`src/rtl/uart_pkg.sv`:
```
// Shared UART TX types and constants: FSM state encoding, idle line level,
// and the baud counter width helper.
package uart_pkg;

  typedef enum logic [2:0] {
    IDLE,
    START,
    DATA,
    PARITY,
    STOP
  } tx_state_t;

  localparam logic UART_IDLE_LVL = 1'b1;

  // Counter width able to hold CLK_DIV-1.
  function automatic int baud_cnt_w(input int clk_div);
    return (clk_div < 2) ? 1 : $clog2(clk_div);
  endfunction

endpackage

```
`src/rtl/uart_baud_cnt.sv`:
```
// Bit-period counter: counts 0..CLK_DIV-1 while enabled and flags the last cycle.
// Latency: bit_end is combinational from the count flop; clr holds the count at zero.
// Backpressure: none, free-running while en=1.
module uart_baud_cnt
  import uart_pkg::*;
#(
  parameter int CLK_DIV = 44
) (
  input  logic clk,
  input  logic rst_n,
  input  logic clr,
  input  logic en,
  output logic bit_end
);

  localparam int            CW   = baud_cnt_w(CLK_DIV);
  localparam logic [CW-1:0] LAST = CW'(CLK_DIV - 1);

  logic [CW-1:0] cnt_q, cnt_d;

  always_comb begin
    cnt_d = cnt_q;
    if (clr) begin
      cnt_d = '0;
    end else if (en) begin
      cnt_d = (cnt_q == LAST) ? '0 : cnt_q + 1'b1;
    end
  end

  assign bit_end = en & (cnt_q == LAST);

  always_ff @(posedge clk or negedge rst_n) begin
    if (!rst_n) begin
      cnt_q <= '0;
    end else begin
      cnt_q <= cnt_d;
    end
  end

endmodule

```
`src/rtl/uart_tx_param.sv`:
```
// UART transmitter with configurable divisor, data width and stop bits; parity bit when UART_TX_PARITY_EN is defined.
// Latency: byte accepted in IDLE drives the start bit the next cycle; queued frames follow with no idle gap.
// Backpressure: one-entry holding register; tx_rdy low while it is full and trmt is then ignored.
module uart_tx_param
  import uart_pkg::*;
#(
  parameter int CLK_DIV   = 44,
  parameter int DATA_BITS = 8,
  parameter int STOP_BITS = 1
) (
  input  logic                 clk,
  input  logic                 rst_n,
  input  logic                 trmt,
  input  logic [DATA_BITS-1:0] tx_data,
`ifdef UART_TX_PARITY_EN
  input  logic                 parity_odd,
`endif
  output logic                 TX,
  output logic                 tx_rdy,
  output logic                 tx_busy,
  output logic                 tx_done
);

  localparam logic [3:0] LAST_DATA = 4'(DATA_BITS - 1);
  localparam logic [3:0] LAST_STOP = 4'(STOP_BITS - 1);

  tx_state_t            state_q, state_d;
  logic [DATA_BITS-1:0] shift_q, shift_d;
  logic [DATA_BITS-1:0] hold_q, hold_d;
  logic [DATA_BITS-1:0] ld_data;
  logic                 hold_vld_q, hold_vld_d;
  logic [3:0]           idx_q, idx_d;
  logic                 tx_q, tx_d;
  logic                 bit_end, accept, load, frame_end;

  uart_baud_cnt #(
    .CLK_DIV(CLK_DIV)
  ) u_baud (
    .clk    (clk),
    .rst_n  (rst_n),
    .clr    (state_q == IDLE),
    .en     (state_q != IDLE),
    .bit_end(bit_end)
  );

  assign accept    = trmt & ~hold_vld_q;
  assign frame_end = (state_q == STOP) & bit_end & (idx_q == LAST_STOP);
  // A queued byte always goes before a new request.
  assign ld_data   = hold_vld_q ? hold_q : tx_data;

  always_comb begin
    state_d    = state_q;
    shift_d    = shift_q;
    idx_d      = idx_q;
    hold_d     = hold_q;
    hold_vld_d = hold_vld_q;
    load       = 1'b0;
    case (state_q)
      IDLE: load = accept | hold_vld_q;
      START: begin
        if (bit_end) begin
          state_d = DATA;
          idx_d   = '0;
        end
      end
      DATA: begin
        if (bit_end) begin
          shift_d = shift_q >> 1;
          if (idx_q == LAST_DATA) begin
`ifdef UART_TX_PARITY_EN
            state_d = PARITY;
`else
            state_d = STOP;
`endif
            idx_d = '0;
          end else begin
            idx_d = idx_q + 4'd1;
          end
        end
      end
      PARITY: begin
        if (bit_end) begin
          state_d = STOP;
          idx_d   = '0;
        end
      end
      STOP: begin
        if (bit_end) begin
          if (idx_q == LAST_STOP) begin
            state_d = IDLE;
            load    = accept | hold_vld_q;
          end else begin
            idx_d = idx_q + 4'd1;
          end
        end
      end
      default: state_d = IDLE;
    endcase

    if (load) begin
      state_d    = START;
      shift_d    = ld_data;
      idx_d      = '0;
      hold_vld_d = 1'b0;
    end else if (accept) begin
      hold_d     = tx_data;
      hold_vld_d = 1'b1;
    end
  end

`ifdef UART_TX_PARITY_EN
  logic par_q, par_d;

  always_comb begin
    par_d = par_q;
    if (load) begin
      par_d = (^ld_data) ^ parity_odd;
    end
  end

  always_ff @(posedge clk or negedge rst_n) begin
    if (!rst_n) begin
      par_q <= 1'b0;
    end else begin
      par_q <= par_d;
    end
  end
`endif

  // Line level is computed from the next state so TX comes straight off a flop.
  always_comb begin
    tx_d = UART_IDLE_LVL;
    case (state_d)
      START:   tx_d = 1'b0;
      DATA:    tx_d = shift_d[0];
`ifdef UART_TX_PARITY_EN
      PARITY:  tx_d = par_d;
`endif
      default: tx_d = UART_IDLE_LVL;
    endcase
  end

  always_ff @(posedge clk or negedge rst_n) begin
    if (!rst_n) begin
      state_q    <= IDLE;
      shift_q    <= '0;
      hold_q     <= '0;
      hold_vld_q <= 1'b0;
      idx_q      <= '0;
      tx_q       <= UART_IDLE_LVL;
    end else begin
      state_q    <= state_d;
      shift_q    <= shift_d;
      hold_q     <= hold_d;
      hold_vld_q <= hold_vld_d;
      idx_q      <= idx_d;
      tx_q       <= tx_d;
    end
  end

  assign TX      = tx_q;
  assign tx_rdy  = ~hold_vld_q;
  assign tx_busy = (state_q != IDLE);
  assign tx_done = frame_end;

endmodule
```
`config.mk`:
```
export PLATFORM = sky130hd
export DESIGN_NAME = uart_tx_param
export DESIGN_NICKNAME = d
export VERILOG_FILES = /design/src/rtl/uart_pkg.sv /design/src/rtl/uart_baud_cnt.sv /design/src/rtl/uart_tx_param.sv
export SDC_FILE = /design/constraint.sdc
export NUM_CORES = 1
export LEC_CHECK = 0
export ABC_CLOCK_PERIOD_IN_PS = 2800
export BUFFER_PORTS_ARGS = -buffer_cell sky130_fd_sc_hd__buf_2
export CAP_MARGIN = 40
export CORE_MARGIN = 10
export CORE_UTILIZATION = 58
export DETAILED_ROUTE_END_ITERATION = 6
export PLACE_DENSITY = 0.78
export SYNTH_ARGS = -nofsm -noshare
export SYNTH_HDL_FRONTEND = slang
export SYNTH_SLANG_ARGS = --single-unit
```
`constraint.sdc`:
```
create_clock -name clk -period 2.8 [get_ports clk]
set_clock_uncertainty 0.1 [all_clocks]
set_input_delay 0.56 -clock clk [delete_from_list [all_inputs] [get_ports clk]]
set_output_delay 0.56 -clock clk [all_outputs]
set_load 0.02 [all_outputs]
```
Yosys cells after proc, flatten, opt, wreduce, memory -nomap -nowiden
Index checks and enable logic that the tools add are counted.
W data, S select, Z words.

cells by class
  eq/ne operators = 12
  muxes and demuxes = 28
  $add $sub $neg = 2
  reduce and logical (&&, ||, !) cells = 12
  shift-type cells = 0
  order comparisons = 0
  div/mod/pow operators = 0
  multiply operators = 0
  bitwise logic cells = 7

operator list
  operator               number
  $mux W8                4
  $mux W4                6
  $mux W3                7
  $mux W6                3
  $pmux W3 S5            1
  $pmux W4 S3            1
  $eq A3 B2 Y1 const B   3
  $ne A3 B3 Y1 const B   3
  $reduce_bool A2 Y1     4
  $add A6 B1 Y6 const B  1
  $eq A3 B1 Y1 const B   2
  $eq A6 B6 Y1 const B   1
  $reduce_and A5 Y1      1
  $add A4 B1 Y4 const B  1
  $and A1 B1 Y1          4
  $eq A4 B3 Y1 const B   1
  $logic_not A4 Y1       1
  $mux W1                4
  $pmux W1 S2            2
  $reduce_and A2 Y1      2
  $reduce_bool A4 Y1     1
  $eq A3 B3 Y1 const B   1
  $logic_not A3 Y1       1
  $ne A3 B1 Y1 const B   1
  4 further kinds        5

word-level totals
  logic and storage cells = 69
  memory bits (writable) = 0
  latch bits = 0
  output and inout bits = 4
  memories kept = 0
  ROM bits = 0
  input port bits = 11
  register bits after elaboration = 31

Depth between registers and ports, before layout
  depth in word-level cells = 9
  depth in mapped cells = 8
  gate-level depth less buffers = 7

Hierarchy
From an unflattened synthesis, not the netlist that was laid out.

unflattened totals
  cells, all modules = 152
  area total of the unflattened synthesis = 1667.8 sq um

modules (own cells, without submodules)
  module         sequential area each (sq um)  instances  cells an instance  area each (sq um)
  uart_tx_param  626.9                         1          123                1346.3
  uart_baud_cnt  150.1                         1          29                 321.6

Least setup slack after synthesis
Ideal clock, no wire load.

  path type = register to output
  from = reg idx_q[0]
  to = out tx_done
  cell stages (with the launch flop) = 5
  path buffers = 0
  required time = 2140 ps
  arrival = 1509 ps
  path slack = 631 ps
  path through = dfrtp_1 inv_1 ha_1 or3b_4 nor3_1

on the way
  longest elaborated chain between the ends = 2

ends and longest elaborated chain
  element                   line                  text
  start: declaration        uart_tx_param.sv:32   logic [3:0] idx_q, idx_d;
  start signal: assignment  uart_tx_param.sv:156  idx_q <= idx_d;
  $logic_not A4 Y1          uart_tx_param.sv:47   assign frame_end = (state_q == STOP) & bit_end & (idx_q == LAST_STOP);
  $and A1 B1 Y1             uart_tx_param.sv:47
  end: declaration          uart_tx_param.sv:21   output logic tx_done

No other way between the ends.

Final worst setup path
  from = reg u_baud.cnt_q[2]
  to = out tx_done

on the way
  longest elaborated chain between the ends = 4

ends and longest elaborated chain
  element                      line                 text
  start: declaration           uart_baud_cnt.sv:19  logic [CW-1:0] cnt_q, cnt_d;
  start signal: assignment     uart_baud_cnt.sv:36  cnt_q <= cnt_d;
  $eq A6 B6 Y1                 uart_baud_cnt.sv:30  assign bit_end = en & (cnt_q == LAST);
  $and A1 B1 Y1                uart_baud_cnt.sv:30
  $and A1 B1 Y1 (2 in series)  uart_tx_param.sv:47

No other way between the ends.

==> run_results.csv <==
group,metric,value,unit
run_status,status,"finished, final reports clean",
grt,grt_max_degree,32,
sta,relSlewSlack,49.9,%
placement,dp_worst_setup_slack,415,ps
cts,clkSlewWorstSetupHoldPaths,100,ps
run,cap_violations,0,
sta,setup_ws,280,ps
critical_path,critPathArrivalTime,1860,ps
critical_path,critPathSlowestCell,"dfrtp_1",
sta,slew_viol_final,0,
cts,post-cts-setup-buffers,0,
yosys,netlist_instances,149,
grt,grt_pass1_wl,5810,um
critical_path,worst_r2r_path_depth,7,
detailed_routing,wl,3320,um
floorplan,die_w,72.8,um
power_and_ir_drop,power.switching,604,uW
layout,syn_to_final_growth,9.29,%
power_and_ir_drop,p_int,1.10,mW
critical_path,r2r_slack,420,ps
power_and_ir_drop,powerDensity,962,nW/um^2
detailed_routing,first_pass_iters,4,
cts,worstSkewPairLatency,330,ps
power_and_ir_drop,switching_share,35.5,%
sta,max_slew.worst_pin.slew,744,ps
cts,holdBufCountCts,0,
placement,gp_congestion,0.808,
detailed_routing,wire_per_inst,16.8,um
cts,cts_tree,"built",
floorplan,initial_utilization,59.6,%
power_and_ir_drop,ir_drop,0.697,mV
layout,finalNonFillerCells,197,
yosys,synth.avg_cell_area,10.8,um^2
sta,clock.fmax,0.397,GHz
floorplan,fp.dieArea,5300,um^2
critical_path,worst_path_largest_cell_delay,490,ps
sta,hold_viol,0,
placement,port-buffer-count,14,
critical_path,worstPathCellList,"nor3b_1 > nand2_1 > nor3_1 > buf_2",
cts,cts-root-buf,"clkbuf_4",
detailed_routing,drc,0,
sta,setup_viol,0,
grt,grt_overflow,0,
placement,hpwl,2390,um
critical_path,end_kind,"output pin",
yosys,synth_seq_cells,31,
sta,fin_crit_sh,90.0,%
floorplan,die_h,72.8,um
grt,first_global_vias,1194,
power_and_ir_drop,pwr-share-seq,46.8,%
cts,cts_buffers,5,
layout,drive_gt1_share,21.1,%
power_and_ir_drop,combinationalPowerShare,35.4,%
cts,cts_sinks,31,
critical_path,critPathMaxFanout,6,
yosys,synth_edf_count,0,
placement,placed_area,1700,um^2
power_and_ir_drop,p_clk_share,17.8,%
hold_path,hold_path.class,"in -> async",
layout,final_area,1770,um^2
power_and_ir_drop,leakagePower,0.828,nW
critical_path,cp_data_required_time,2140,ps
power_and_ir_drop,total_power,1.70,mW
critical_path,critPathLaunchType,"flop",
floorplan,rows,19,
layout,fin_nets,179,
floorplan,coreArea,2710,um^2
layout,fill_cells,223,
cts,clk_path_buf_depth,2,
yosys,yosys_warnings,0,
grt,grt_antenna_before_repair,0,
yosys,netlist_area,1620,um^2
sta,whs,157,ps
critical_path,crit_type,"reg -> out",
detailed_routing,viasPerCell,6.04,
sta,period_needed,2520,ps
yosys,synth_ff_type,"dfrtp_1",
yosys,async_reset_ff_share,100,%
layout,post-route-util,65.1,%
detailed_routing,vias,1190,
critical_path,crit-reg2reg-capture,"hold_q[4]",
sta,tns,0,ps
cts,ctsHtreeMaxLevel,2,
grt,track_usage,13.9,%
cts,cts_resized,0,
layout,final_common_cell,"dfrtp_1",
detailed_routing,drt_iter0_drc,66,
placement,place_inst,189,
detailed_routing,antenna_left,0,
sta,rsz0062_at_grt,"false",
yosys,synth_nets,163,
layout,mostFrequentLayoutCells,"30 x dfrtp_1, 19 x nor2_1, 14 x buf_2",
critical_path,worstReg2RegStart,"idx_q[0]",
yosys,yosysUniqueCellTypes,39,
layout,n_antenna_cell,0,
yosys,ys_seq_area_share,48.1,%
floorplan,io_pins,15,
[how the worst max path moves through the flow]
| stage | startpoint | endpoint | slack [ps] | depth (start not counted) |
|---|---|---|---|---|
| 2_1_floorplan | idx_q[0] | tx_done | 630 | 4 |
| 3_3_place_gp | u_baud.cnt_q[2] | shift_q[4] | 500 | 4 |
| 3_5_place_dp | idx_q[0] | hold_q[4] | 410 | 7 |
| 4_1_cts | u_baud.cnt_q[2] | tx_done | 310 | 4 |
| 5_1_grt | u_baud.cnt_q[2] | tx_done | 160 | 4 |
| 6_report | u_baud.cnt_q[2] | tx_done | 280 | 4 |
[final cells by class]
type / count / area (um^2) / area share (%)
multi-input cells: 107 / 788 / 44.6
flip-flops and latches: 31 / 777 / 44.0
repair buffers: 14 / 70.1 / 3.97
clock buffers: 8 / 68.8 / 3.90
well taps: 31 / 38.8 / 2.20
inverters: 6 / 22.5 / 1.28
[cells in the mapped netlist (3+ instances only)]
master | instances | area [um^2]
dfrtp_1 | 30 | 751
nor2_1 | 19 | 71.3
nand2_1 | 12 | 45.0
mux2i_1 | 10 | 100
mux2_4 | 8 | 120
a221o_1 | 6 | 60.1
inv_1 | 6 | 22.5
a21oi_1 | 5 | 25.0
o21ai_0 | 4 | 20.0
clkbuf_1 | 3 | 11.3
ha_1 | 3 | 37.5
nand3_1 | 3 | 15.0
nor3_1 | 3 | 15.0
xnor2_1 | 3 | 26.3
[kinds of logic (layout without fill, tap and decap cells)]
logic type / count (synthesis) / in the layout / synth area share, %
DFF: 31 / 31 / 48.1
xor gates and xnor gates: 5 / 5 / 2.71
and+or+nand+nor: 52 / 52 / 16.0
buffers and inverters: 11 / 28 / 3.10
AOI/OAI and AO/OA: 28 / 28 / 13.5
adders and majority gates: 3 / 3 / 2.32
muxes: 19 / 19 / 14.3
[registers in the layout (all words and copies together) (netlist names)]
name / count
TX: 1
hold_q: 8
hold_vld_q: 1
idx_q: 4
shift_q: 8
state_q: 3
u_baud.cnt_q: 6
[critical path: cells and delay by family, from the launching register on]
| family | cells | cell delay, ps |
|---|---|---|
| flip-flops | 1 | 490 |
| buffers and inverters | 1 | 200 |
| AND/OR/NAND/NOR | 3 | 830 |
[power groups by stage]
stage          logic, mW  clock network (mW)  registers, mW
2_1_floorplan      0.506                   0          0.736
6_report           0.602               0.303          0.794
4_1_cts            0.606               0.305          0.791
3_5_place_dp       0.604                   0          0.794
5_1_grt            0.670               0.330          0.819
3_3_place_gp       0.567                   0          0.787
[routing by layer]
layer	track usage, %	part of all wire, %	vias up
met5	0	0	-
met4	5.91	1.5	0
met3	4.76	4.9	5
met2	21.3	47	35
met1	17.4	46	589
li1	-	-	561
No activity file was read; power rests on OpenSTA's default activity.
